<file path="src/rtl/uart_cmd_controller.sv">
// UART command controller: parses A5-framed register commands, performs the
// register access and streams an ACK/NAK (plus read data) back to the transmitter.
module uart_cmd_controller #(
    parameter int TIMEOUT_CLKS = 34800
) (
    input  logic        clk,
    input  logic        reset,
    input  logic        rx_valid,
    input  logic [7:0]  rx_data,
    output logic [7:0]  tx_data,
    output logic        tx_valid,
    input  logic        tx_done,
    output logic        reg_wr_en,
    output logic        reg_rd_en,
    output logic [7:0]  reg_addr,
    output logic [15:0] reg_wdata,
    input  logic [15:0] reg_rdata,
    output logic        busy,
    output logic [7:0]  err_count
);

    localparam logic [7:0] SYNC_BYTE = 8'hA5;
    localparam logic [7:0] ACK       = 8'h06;
    localparam logic [7:0] NAK       = 8'h15;
    localparam logic [7:0] CMD_WR    = 8'h01;
    localparam logic [7:0] CMD_RD    = 8'h02;

    localparam int TW = (TIMEOUT_CLKS > 1) ? $clog2(TIMEOUT_CLKS) : 1;
    localparam logic [TW-1:0] TO_LAST = TW'(TIMEOUT_CLKS - 1);

    typedef enum logic [3:0] {
        IDLE, CMD, ADDR, DHI, DLO, CSUM, EXEC, RD_WAIT, TX_LOAD, TX_WAIT
    } state_t;

    state_t        state;
    logic [TW-1:0] to_cnt;
    logic [7:0]    cmd_q, addr_q, dhi_q, dlo_q, csum_q;
    logic [7:0]    rsp_hi, rsp_lo;
    logic [1:0]    bytes_left;
    logic          csum_ok;

    assign csum_ok = ((cmd_q ^ addr_q ^ dhi_q ^ dlo_q) == csum_q);
    assign busy    = (state != IDLE);

    function automatic logic [7:0] sat_inc(input logic [7:0] v);
        return (v == 8'hFF) ? v : v + 8'd1;
    endfunction

    always_ff @(posedge clk or negedge reset) begin
        if (!reset) begin
            state      <= IDLE;
            to_cnt     <= '0;
            tx_data    <= '0;
            tx_valid   <= 1'b0;
            reg_wr_en  <= 1'b0;
            reg_rd_en  <= 1'b0;
            reg_addr   <= '0;
            reg_wdata  <= '0;
            err_count  <= '0;
            cmd_q      <= '0;
            addr_q     <= '0;
            dhi_q      <= '0;
            dlo_q      <= '0;
            csum_q     <= '0;
            rsp_hi     <= '0;
            rsp_lo     <= '0;
            bytes_left <= '0;
        end else begin
            // NOTE: strobes default low here so every branch yields a single-cycle pulse;
            // non-blocking updates keep all registers sampling the same pre-edge values.
            tx_valid  <= 1'b0;
            reg_wr_en <= 1'b0;
            reg_rd_en <= 1'b0;

            case (state)
                IDLE: begin
                    to_cnt <= '0;
                    if (rx_valid && rx_data == SYNC_BYTE)
                        state <= CMD;
                end

                CMD, ADDR, DHI, DLO, CSUM: begin
                    // An arriving byte wins over a timeout in the same cycle.
                    if (rx_valid) begin
                        to_cnt <= '0;
                        case (state)
                            CMD:     begin cmd_q  <= rx_data; state <= ADDR; end
                            ADDR:    begin addr_q <= rx_data; state <= DHI;  end
                            DHI:     begin dhi_q  <= rx_data; state <= DLO;  end
                            DLO:     begin dlo_q  <= rx_data; state <= CSUM; end
                            default: begin csum_q <= rx_data; state <= EXEC; end
                        endcase
                    end else if (to_cnt == TO_LAST) begin
                        to_cnt    <= '0;
                        err_count <= sat_inc(err_count);
                        state     <= IDLE;
                    end else begin
                        to_cnt <= to_cnt + 1'b1;
                    end
                end

                EXEC: begin
                    if (csum_ok && cmd_q == CMD_WR) begin
                        reg_wr_en  <= 1'b1;
                        reg_addr   <= addr_q;
                        reg_wdata  <= {dhi_q, dlo_q};
                        tx_data    <= ACK;
                        tx_valid   <= 1'b1;
                        bytes_left <= 2'd0;
                        state      <= TX_LOAD;
                    end else if (csum_ok && cmd_q == CMD_RD) begin
                        reg_rd_en <= 1'b1;
                        reg_addr  <= addr_q;
                        state     <= RD_WAIT;
                    end else begin
                        tx_data    <= NAK;
                        tx_valid   <= 1'b1;
                        bytes_left <= 2'd0;
                        err_count  <= sat_inc(err_count);
                        state      <= TX_LOAD;
                    end
                end

                RD_WAIT: begin
                    // The ACK leaves now; the captured read data follows it.
                    rsp_hi     <= reg_rdata[15:8];
                    rsp_lo     <= reg_rdata[7:0];
                    bytes_left <= 2'd2;
                    tx_data    <= ACK;
                    tx_valid   <= 1'b1;
                    state      <= TX_LOAD;
                end

                TX_LOAD: state <= TX_WAIT;

                TX_WAIT: begin
                    if (tx_done) begin
                        if (bytes_left != 2'd0) begin
                            tx_data    <= rsp_hi;
                            rsp_hi     <= rsp_lo;
                            bytes_left <= bytes_left - 2'd1;
                            tx_valid   <= 1'b1;
                            state      <= TX_LOAD;
                        end else begin
                            state <= IDLE;
                        end
                    end
                end

                default: state <= IDLE;
            endcase
        end
    end

endmodule

</file>
<file path="config.mk">
export PLATFORM = sky130hd
export DESIGN_NAME = uart_cmd_controller
export DESIGN_NICKNAME = d
export VERILOG_FILES = /design/src/rtl/uart_cmd_controller.sv
export SDC_FILE = /design/constraint.sdc
export NUM_CORES = 1
export LEC_CHECK = 0
export BUFFER_PORTS_ARGS = -buffer_cell sky130_fd_sc_hd__buf_2
export CAP_MARGIN = 40
export CORE_MARGIN = 3
export CORE_UTILIZATION = 50
export DETAILED_ROUTE_END_ITERATION = 8
export PLACE_DENSITY = 0.85
export SYNTH_ARGS = -nofsm -noshare
export SYNTH_HDL_FRONTEND = slang
export SYNTH_SLANG_ARGS = --single-unit
</file>
<file path="constraint.sdc">
create_clock -name clk -period 2.5 [get_ports clk]
set_input_delay 0.125 -clock clk [delete_from_list [all_inputs] [get_ports clk]]
set_output_delay 0.125 -clock clk [all_outputs]
set_load 0.05 [all_outputs]
</file>
Word level (Yosys, flattened, before mapping)
Cells that the tools add are included.
Storage, ports and cells
  ROM bits: 0
  logic and storage cells: 115
  bits in registers: 121
  bits in latches: 0
  memories: 0
  RAM bits: 0
  input port bits: 28
Operators by class
  reduce and logical (&&, ||, !) cells: 24
  magnitude comparators: 0
  add/sub/neg operators: 3
  shifts and indexed selects: 0
  multipliers: 0
  muxes and demuxes: 43
  bitwise logic cells: 4
  divide/modulo/power cells: 0
  equal/unequal tests: 24
Operator list (number)
  two-way mux 8 bit: 13
  two-way mux 16 bit: 2
  case mux 16 bit (2 select lines): 1
  case mux 8 bit (2 select lines): 2
  two-way mux 4 bit: 7
  case mux 4 bit (6 select lines): 1
  case mux 8 bit (3 select lines): 1
  bitwise XOR 8 bit: 3
  AND reduction 3 bit: 7
  adder 16 x 1 -> 16 bit (second input constant): 1
  == test 16 bit (second input constant): 1
  == test 4 x 3 -> 1 bit (second input constant): 4
  == test 8 bit (second input constant): 2
  != test 2 bit (second input constant): 7
  case mux 3 bit (4 select lines): 1
  nonzero test 2 bit: 5
  two-way mux 1 bit: 9
  adder 8 x 1 -> 8 bit (second input constant): 1
  == test 4 x 2 -> 1 bit (second input constant): 2
  == test 4 bit (second input constant): 2
  == test 8 x 1 -> 1 bit (second input constant): 1
  == test 8 x 2 -> 1 bit (second input constant): 1
  == test 8 bit: 1
  two-way mux 2 bit: 4
  other kinds (15): 19

Logic depth before layout (Yosys ltp)
Gate-level depths: netlist of the first run.
  depth after elaboration: 8
  gate-level depth with buffers: 8
  depth with buffers taken out: 7

Least setup slack after synthesis of the first run
Ideal clock, no wire load.
  path type: reg2reg
  start: register addr_q[2]
  end: register reg_wdata[0]
  data arrival time: 2260 ps
  required time: 2375 ps
  path buffers: 1
  setup time: 125 ps
  clock period less this slack: 2385 ps
  cell stages (with the launch flop): 8
  slack: 115 ps
  cells stage by stage: dfrtp_1 -> xnor3_2 -> xnor2_1 -> nor4_2 -> nand3_2 -> nor3_4 -> buf_12 -> mux2_4
On the way
  word-level cells in the longest chain between the ends: 6
RTL lines
  start: declaration: RTL line 37  | logic [7:0] cmd_q, addr_q, dhi_q, dlo_q, csum_q;
  start signal: assignment: RTL line 61  | addr_q <= '0;
  start signal: assignment: RTL line 88  | ADDR: begin addr_q <= rx_data; state <= DHI; end
  bitwise XOR 8 bit (3 in series): RTL line 42  | assign csum_ok = ((cmd_q ^ addr_q ^ dhi_q ^ dlo_q) == csum_q);
  == test 8 bit: RTL line 42
  logical AND 1 bit: RTL line 103  | if (csum_ok && cmd_q == CMD_WR) begin
  AND reduction 2 bit (no line)
  end signal: assignment: RTL line 106  | reg_wdata <= {dhi_q, dlo_q};
  end: declaration: RTL line 16  | output logic [15:0] reg_wdata,
Every way passes these cells.
A chain may end at the register's enable or synchronous reset.

Worst setup path after layout of the first run
  start: register addr_q[2]
  end: register tx_data[0]
On the way
  word-level cells in the longest chain between the ends: 7
  elaborated cells on any way between the ends: 10
  classes of those cells: 2 x eq/ne; 2 x mux; 3 x bitwise; 3 x reduce/logical
RTL lines
  bitwise XOR 8 bit (*) (3 in series): RTL line 42
  == test 8 bit (*): RTL line 42
  logical AND 1 bit (on tied branches): RTL line 103, 111
  != test 3 bit (no line) or two-way mux 8 bit (tied branches)
  AND reduction 4 bit (no line) or case mux 8 bit (3 select lines) (tied branches)
  end signal: assignment: RTL line 139  | tx_data <= rsp_hi;
  end: declaration: RTL line 10  | output logic [7:0] tx_data,
Mark *: on every way between the ends. The rest lies on a longest branch, timed or not.

==> flow_summary.yaml, run 1 <==
clock_tree:
  cts_tree: "done"
  cts_max_path_buffers: 2
  htreeDepth: 4
  clock_sinks: 121
  clk_pin_slew_ns: 0.06
  cts-root-buf: "clkbuf_8"
  numCtsBuffers: 17
  clkLatencyLatePin_ns: 0.52
power:
  worst_ir_drop_vdd_v: 0.000860
  power_mw: 8.36
  swShare_pct: 37.3
  powerDensity_nw_per_um2: 1180
  p_leak_nw: 3.53
  p_sw_mw: 3.12
  power_frac_comb_pct: 36.1
  p_seq_share_pct: 36.8
  power.internal_mw: 5.25
  clkPwrFrac_pct: 27.1
placed_design:
  place.detailed.hpwl_mm: 8.47
  place_congestion: 0.824
  placed_area_sq_um: 6190
  portBuffers: 71
floorplan:
  ioPinCount: 72
  num_rows: 37
  fp.dieH_um: 112
  die_w_um: 112
  core_area_sq_um: 10600
  initial_core_util_pct: 52.7
  die_area_sq_um: 12500
sta:
  finalClockSkew_ns: 0.0111
  setup_violations: 0
  slew_headroom_pct: 55.0
  min_period_ns: 2.45
  tightest_slew_ns: 0.675
  fin_setup_tns_ns: 0
  post-route-period-util_pct: 98.0
  fmax_mhz: 408
  rsz0062_at_grt: "true"
  maxSlewViolCount: 0
  hold_slack_ns: 0.201
  hold_viol: 0
routing:
  antenna_left: 0
  routedWlPerCell_um: 18.9
  num_vias: 4147
  vias_per_cell: 5.59
  drcViolationCount: 0
  drtPass1Iterations: 6
  finalWirelength_mm: 14.0
  drtIter0Drc: 345
setup_path:
  r2r-end: "tx_data[0]"
  critPathMaxStageDelay_ns: 0.44
  slowest_stage: "xnor3_2"
  r2r_cells: 8
  crit_path_frequent_cell: "buf_4"
  crit_fanout: 9
  crit_chain: "xnor3_2 > xnor2_1 > nor4_2 > buf_4 > nand4b_1 > a21oi_1 > buf_4 > mux2_2"
  start_kind: "flip-flop"
  cp.arrival_ns: 2.85
  reg2reg_from: "addr_q[2]"
  required_ns: 2.90
  reg2reg_setup_slack_ns: 0.05
  crit_type: "flip-flop to flip-flop"
  end_kind: "flip-flop"
synthesis:
  synthTopCellsByCount: "dfrtp_1 (121), nand2_1 (62), mux2_2 (60), nor2_1 (38), xnor2_1 (21)"
  synth_top_area_share_pct: 54.2
  syn_area_per_cell_sq_um: 12.0
  synth_most_common_cell: "dfrtp_1"
  postSynthCellCount: 467
  synthTopCellsByArea: "dfrtp_1 (54%), mux2_2 (12%), nand2_1 (4.2%)"
  synth.yosys.seq_area_share_pct: 54.2
  synth_seq_cells: 121
  yosysTopAreaCell: "dfrtp_1"
  syn-cell-area_sq_um: 5580
  async_flop_share_pct: 100
  synth.distinct_cells: 51
  syn_nets: 498
  ys.flop_type: "dfrtp_1"
  synth_edf_count: 0
  ys_warn_count: 0
status:
  outcome: "finished, final reports clean"
final_layout:
  antenna_cells: 0
  utilization_pct: 67.0
  fin_area_sq_um: 7100
  area_delta_synth_final_pct: 27.2
  layout-drive-gt1-share_pct: 34.2
  fin_nets: 624
global_routing:
  grt_antenna_before_repair: 0
  overflow: 0
  grt_pass1_vias: 4323
  track_usage_pct: 22.6
  grt_pass1_wl_mm: 22.1
  grt_max_degree: 53
worst_hold_path:
  holdCritPathClass: "input pin to async pin"
flow_run:
  max_cap_viol_count: 0
worst max-delay path by stage:
stage / cells after the start / to / from / slack, ns
2_1_floorplan: 7 / reg_wdata[0] / addr_q[2] / 0.11
3_3_place_gp: 7 / tx_data[0] / addr_q[2] / 0.04
3_5_place_dp: 7 / reg_wdata[8] / addr_q[2] / -0.04
4_1_cts: 8 / tx_data[0] / cmd_q[6] / 0.002
5_1_grt: 8 / tx_data[0] / addr_q[2] / -0.07
6_report: 8 / tx_data[0] / addr_q[2] / 0.05
worst max-delay path: cells and delay by family, from the launching register on:
family	cells	cell delay [ns]
compound gates	1	0.19
simple gates	2	0.45
xor+xnor	2	0.59
mux	1	0.36
flops	1	0.37
buf+inv	2	0.38
kinds of logic after synthesis:
family,synth area share (%)
adder cells (fa/ha/maj),0.672
buffers and inverters,2.40
XOR/XNOR,8.70
flip-flops,54.2
AND/OR/NAND/NOR,14.9
AO/OA/AOI/OAI,3.50
multiplexers,15.6
cell type report:
class	instances	area (sq um)
Clock inverter	15	133
Sequential cell	121	3030
Tap cell	136	170
Timing Repair Buffer	122	865
Multi-Input combinational cell	316	2440
Fill cell	715	3500
Clock buffer	17	414
Inverter	15	56.3
cell usage in the layout (no fill, tap or decap), drive strengths merged, types with 18 or more instances in the layout:
cell,instances
dlygate4sd3,26
mux2,69
nand2,62
dfrtp,121
clkbuf,18
inv,25
nor2,38
buf,95
nand3,19
xnor2,21
routing by layer:
metal / routed length (um) / up-vias / track usage (%)
met5: 0 / - / 0
li1: - / 1869 / -
met1: 5400 / 2026 / 26.4
met4: 525 / 0 / 10.2
met3: 817 / 59 / 5.82
met2: 7280 / 193 / 39.1
flip-flops by register name (all words and copies together), names as in the netlist:
| name | cells |
|---|---|
| addr_q | 8 |
| bytes_left | 2 |
| cmd_q | 8 |
| csum_q | 8 |
| dhi_q | 8 |
| dlo_q | 8 |
| err_count | 8 |
| reg_addr | 8 |
| reg_rd_en | 1 |
| reg_wdata | 16 |
| reg_wr_en | 1 |
| rsp_hi | 8 |
| rsp_lo | 8 |
| state | 4 |
| to_cnt | 16 |
| tx_data | 8 |
| tx_valid | 1 |
power by group through the flow:
stage	clock, mW	sequential [mW]	combinational [mW]
after floorplan	0	3.12	1.96
after global placement	0	3.00	2.67
after detailed placement	0	3.05	2.78
after CTS	2.28	3.04	2.91
after global routing	2.39	3.13	3.21
final	2.27	3.07	3.02
per-stage QoR:
| stage | setup slack [ns] | cells |
|---|---|---|
| 2_1_floorplan | 0.115 | 467 |
| 3_3_place_gp | 0.0435 | 675 |
| 3_5_place_dp | -0.0403 | 675 |
| 4_1_cts | 0.00196 | 734 |
| 5_1_grt | -0.0722 | 742 |
| 6_report | 0.0497 | 742 |
what timing repair did:
action	4_1_cts	5_1_grt
setup endpoints to repair	19	20
endpoints found under the hold margin	107	0
hold buffers	26	0
buffers inserted	1	7
pin swaps	2	4
gates resized for setup	1	2
cloned	0	1
Power figures use the tool's default switching activity.
==> run 2, diff against run 1 <==
--- a/config.mk
+++ b/config.mk
@@ -10,6 +10,7 @@
 export CORE_MARGIN = 3
 export CORE_UTILIZATION = 50
 export DETAILED_ROUTE_END_ITERATION = 8
+export GPL_TIMING_DRIVEN = 0
 export PLACE_DENSITY = 0.85
 export SYNTH_ARGS = -nofsm -noshare
 export SYNTH_HDL_FRONTEND = slang
==> flow_summary.yaml, run 2 (same netlist as run 1, synthesis figures left out) <==
floorplan:
  die_area_sq_um: 12500
  fp.dieH_um: 112
  ioPinCount: 72
  die_w_um: 112
  num_rows: 37
  core_area_sq_um: 10600
  initial_core_util_pct: 52.7
final_layout:
  final_cell_mix: "dfrtp_1 (121), buf_2 (71), nand2_1 (61), mux2_2 (59), nor2_1 (38)"
  fin_nets: 626
  antenna_cells: 0
  layout-drive-gt1-share_pct: 33.4
  layout_commonest_cell: "dfrtp_1"
  area_delta_synth_final_pct: 26.8
  reg.largest.list: "reg_wdata x16, to_cnt x16"
sta:
  fin_setup_tns_ns: 0
  hold_slack_ns: 0.0442
  maxSlewViolCount: 0
  hold_viol: 0
  setup_violations: 0
  post-route-period-util_pct: 99.0
  rsz0062_at_grt: "true"
  slew_headroom_pct: 46.2
  fmax_mhz: 404
  finalClockSkew_ns: 0.00729
  tightest_slew_ns: 0.804
  min_period_ns: 2.47
clock_tree:
  clock_sinks: 121
  clkLatencyLatePin_ns: 0.52
  cts_max_path_buffers: 2
  cts_tree: "done"
  cts-root-buf: "clkbuf_8"
  htreeDepth: 4
  clk_pin_slew_ns: 0.06
  numCtsBuffers: 17
setup_path:
  required_ns: 2.91
  crit_family: "XOR/XNOR gates"
  crit_chain: "xnor3_2 > xnor2_4 > nor4_4 > buf_4 > nand4b_1 > a21oi_2 > buf_6 > mux2_2"
  crit_fanout: 6
  start_kind: "flip-flop"
  cp_num_buf_inv: 2
  end_kind: "flip-flop"
  crit_type: "flip-flop to flip-flop"
  critPathMaxStageDelay_ns: 0.43
  slowest_stage: "xnor3_2"
  cp.arrival_ns: 2.88
routing:
  drtPass1Iterations: 5
  drcViolationCount: 0
  vias_per_cell: 5.55
  finalWirelength_mm: 13.3
  drtIter0Drc: 300
  routedWlPerCell_um: 17.9
  num_vias: 4131
  antenna_left: 0
placed_design:
  portBuffers: 71
  place.detailed.hpwl_mm: 8.34
  place_congestion: 0.880
power:
  worst_ir_drop_vdd_v: 0.000701
  p_leak_nw: 3.50
  powerDensity_nw_per_um2: 1190
global_routing:
  grt_antenna_before_repair: 0
  grt_pass1_wl_mm: 21.8
  grt_pass1_vias: 4384
  track_usage_pct: 22.0
  overflow: 0
  grt_max_degree: 65
status:
  outcome: "finished, final reports clean"
worst_hold_path:
  holdCritPathClass: "input pin to flip-flop"
flow_run:
  max_cap_viol_count: 0
[run 2: per-layer routing]
metal	routed length, um	part of all wire [%]	up-vias	track usage (%)
met1	5410	41	2063	26.6
li1	-	-	1870	-
met2	6850	51	154	36.7
met4	419	3.1	0	10.3
met3	646	4.8	44	6.09
met5	0	0	-	0
[run 2: worst reg2reg max path, stage by stage (launching register included)]
cell	delay, ns
dfrtp_1	0.41
xnor3_2	0.43
xnor2_4	0.17
nor4_4	0.25
buf_4	0.18
nand4b_1	0.19
a21oi_2	0.26
buf_6	0.15
mux2_2	0.33
[run 2: stage by stage]
step	worst slack, ns	utilization, %	std cells	cell area, sq um	power, mW
final	0.0262	66.8	744	7080	8.43
after global routing	-0.0567	66.8	744	7080	8.81
after floorplan	0.115	-	467	5580	5.09
after detailed placement	-0.378	57.9	675	6140	5.77
after CTS	-0.00698	66.3	742	7030	8.23
after global placement	-0.341	57.6	674	6110	5.58
[run 2: what timing repair did]
item,in CTS,in global routing
hold endpoints to repair,113,0
pin swaps,7,6
setup endpoints to repair,37,47
hold buffers,25,0
setup buffers,10,3
gates resized for setup,7,8
[run 2: cell type report]
type                    instances  area [sq um]
flip-flops and latches        121          3030
repair buffers                110           741
clock buffers                  22           443
well taps                     136           170
fillers                       704          3520
plain buffers                  14          78.8
clock inverters                10          77.6
multi-input cells             316          2490
inverters                      15          56.3
[run 2: worst paths after layout]
check	slack [ns]	to	start	cells after the start
worst max-delay path	0.03	tx_data[0]	cmd_q[1]	8
worst min-delay path	0.04	state[3]	tx_done	4
worst max register to register	0.03	tx_data[0]	cmd_q[1]	8
worst min register to register	0.49	rsp_lo[1]	rsp_lo[1]	2
max in group asynchronous	1.68	cmd_q[0]	reset	3
min in group asynchronous	0.14	err_count[6]	reset	2
[run 2: where the power goes]
part	switching, mW	internal (mW)
registers	0.521	2.53
logic	1.67	1.56
clock network	0.824	1.33
==> run 3, diff against run 2 <==
--- a/config.mk
+++ b/config.mk
@@ -11,7 +11,7 @@
 export CORE_UTILIZATION = 50
 export DETAILED_ROUTE_END_ITERATION = 8
 export GPL_TIMING_DRIVEN = 0
-export PLACE_DENSITY = 0.85
+export PLACE_DENSITY = 0.83
 export SYNTH_ARGS = -nofsm -noshare
 export SYNTH_HDL_FRONTEND = slang
 export SYNTH_SLANG_ARGS = --single-unit
==> constraint.sdc (replaced) <==
create_clock -name clk -period 3.1 [get_ports clk]
set_input_delay 0.155 -clock clk [delete_from_list [all_inputs] [get_ports clk]]
set_output_delay 0.155 -clock clk [all_outputs]
set_load 0.05 [all_outputs]
==> flow_summary.yaml, run 3 (same netlist as run 1, synthesis figures left out) <==
placed_design:
  place_congestion: 0.857
  place.detailed.hpwl_mm: 7.97
  portBuffers: 71
  post-place-cells: 675
final_layout:
  multi_input_area_sq_um: 2420
  final_cell_mix: "dfrtp_1 (121), buf_2 (71), nand2_1 (62), mux2_2 (60), nor2_1 (38)"
  layout_commonest_cell: "dfrtp_1"
  fill_cells: 733
  fin_nets: 614
  layout-drive-gt1-share_pct: 30.8
  reg.largest.list: "reg_wdata x16, to_cnt x16"
  area_delta_synth_final_pct: 24.4
  fin_cells: 732
  register_area_sq_um: 3030
worst_hold_path:
  holdCritPathClass: "input pin to flip-flop"
sta:
  fin_setup_tns_ns: 0
  hold_viol: 0
  finalClockSkew_ns: 0.00585
  maxSlewViolCount: 0
  slew_headroom_pct: 46.2
  tightest_slew_ns: 0.803
  rsz0062_at_grt: "false"
  post-route-period-util_pct: 94.8
  fmax_mhz: 340
  setup_violations: 0
  min_period_ns: 2.94
clock_tree:
  clock_sinks: 121
  ctsHoldBuffers: 25
  clk_pin_slew_ns: 0.06
  cts-root-buf: "clkbuf_8"
  postCtsSetupBuffers: 0
  clkLatencyLatePin_ns: 0.52
  cts_max_path_buffers: 2
  htreeDepth: 4
  numCtsBuffers: 17
  ctsResizeCount: 0
  cts_tree: "done"
routing:
  drcViolationCount: 0
  vias_per_cell: 5.48
  drtPass1Iterations: 6
  drtIter0Drc: 302
  dr.max_layer_used: "met4"
  finalWirelength_mm: 12.5
  antenna_left: 0
  routedWlPerCell_um: 17.1
  num_vias: 4008
  wl_met1_mm: 5.12
  met2_wirelength_mm: 6.33
  met3_wirelength_um: 624
global_routing:
  grt_max_degree: 89
  track_usage_pct: 21.0
  grt_antenna_before_repair: 2
  grt_pass1_vias: 4161
  grt_pass1_wl_mm: 20.9
  overflow: 0
floorplan:
  die_area_sq_um: 12500
  core_area_sq_um: 10600
  die_w_um: 112
  num_rows: 37
  ioPinCount: 72
  fp.dieH_um: 112
  initial_core_util_pct: 52.7
setup_path:
  reg2reg_setup_slack_ns: 0.16
  cp.arrival_ns: 3.33
  end_kind: "flip-flop"
  r2r-end: "reg_wdata[0]"
  reg2reg_from: "cmd_q[2]"
  r2r_cells: 6
  crit_fanout: 10
  crit_start: "cmd_q[2]"
  crit_type: "flip-flop to flip-flop"
  start_kind: "flip-flop"
  cp-endpoint: "reg_wdata[0]"
  required_ns: 3.50
power:
  p_seq_share_pct: 37.3
  power.internal_mw: 4.29
  power_mw: 6.50
  p_sw_mw: 2.21
  worst_ir_drop_vdd_v: 0.000502
  power_frac_comb_pct: 34.6
  clkPwrFrac_pct: 28.1
  powerDensity_nw_per_um2: 935
  p_leak_nw: 3.43
  swShare_pct: 34.0
status:
  outcome: "finished, final reports clean"
flow_run:
  max_cap_viol_count: 0
## run 3: cell count changes in the layout (fill, tap and decap cells not counted), moves of 2 or more
cell     change
nor4_4       -2
diode_2      +2
xnor2_1      +2
nor3_2       -2
buf_6        -2
nor4_2       +2
buf_4       -11
nor3_1       +2
## run 3: routing by layer
| metal | GRT usage, % | up-vias |
|---|---|---|
| met4 | 9.65 | 0 |
| li1 | - | 1845 |
| met2 | 34.9 | 146 |
| met1 | 25.5 | 1977 |
| met3 | 6.09 | 40 |
| met5 | 0 | - |
## run 3: final cells by class
cell class              count  area share, %
flip-flops and latches    121           43.6
multi-input cells         316           34.9
repair buffers             97           9.21
clock buffers              20           6.41
well taps                 136           2.45
clock inverters            10           1.48
plain buffers              15           1.12
inverters                  15          0.811
diodes                      2         0.0721
## run 3: how the worst min path moves through the flow
stage	startpoint	to	slack, ns	cells after the start
detailed placement	reset	err_count[6]	0.06	1
floorplan	reset	addr_q[0]	-0.14	0
global placement	reg_rdata[5]	rsp_lo[5]	0.35	3
finish	tx_done	state[3]	0.07	4
global route	tx_done	state[3]	0.07	4
CTS	tx_done	state[3]	0.05	4
## run 3: power groups by stage
stage	clock network, mW	logic [mW]	registers (mW)
5_1_grt	1.94	2.42	2.49
3_3_place_gp	0	2.10	2.41
4_1_cts	1.85	2.24	2.42
6_report	1.83	2.24	2.43
3_5_place_dp	0	2.19	2.44
2_1_floorplan	0	1.58	2.52
## run 3: per-stage QoR
| stage | util (%) | hold slack, ns | setup WS [ns] | instance area (sq um) |
|---|---|---|---|---|
| after floorplan | - | -0.141 | 0.715 | 5580 |
| after global placement | 57.6 | 0.348 | 0.265 | 6110 |
| after detailed placement | 57.9 | 0.0642 | 0.156 | 6140 |
| after CTS | 65.5 | 0.0507 | 0.134 | 6940 |
| after global routing | 65.5 | 0.0670 | 0.0250 | 6950 |
| final | 65.5 | 0.0713 | 0.162 | 6950 |
## run 3: critical path: stages (launching register included)
cell     delay [ns]
dfrtp_1        0.42
or4_1          0.56
nor4_2         0.50
nand3_2        0.20
nor3_4         0.59
buf_12         0.23
mux2_4         0.31
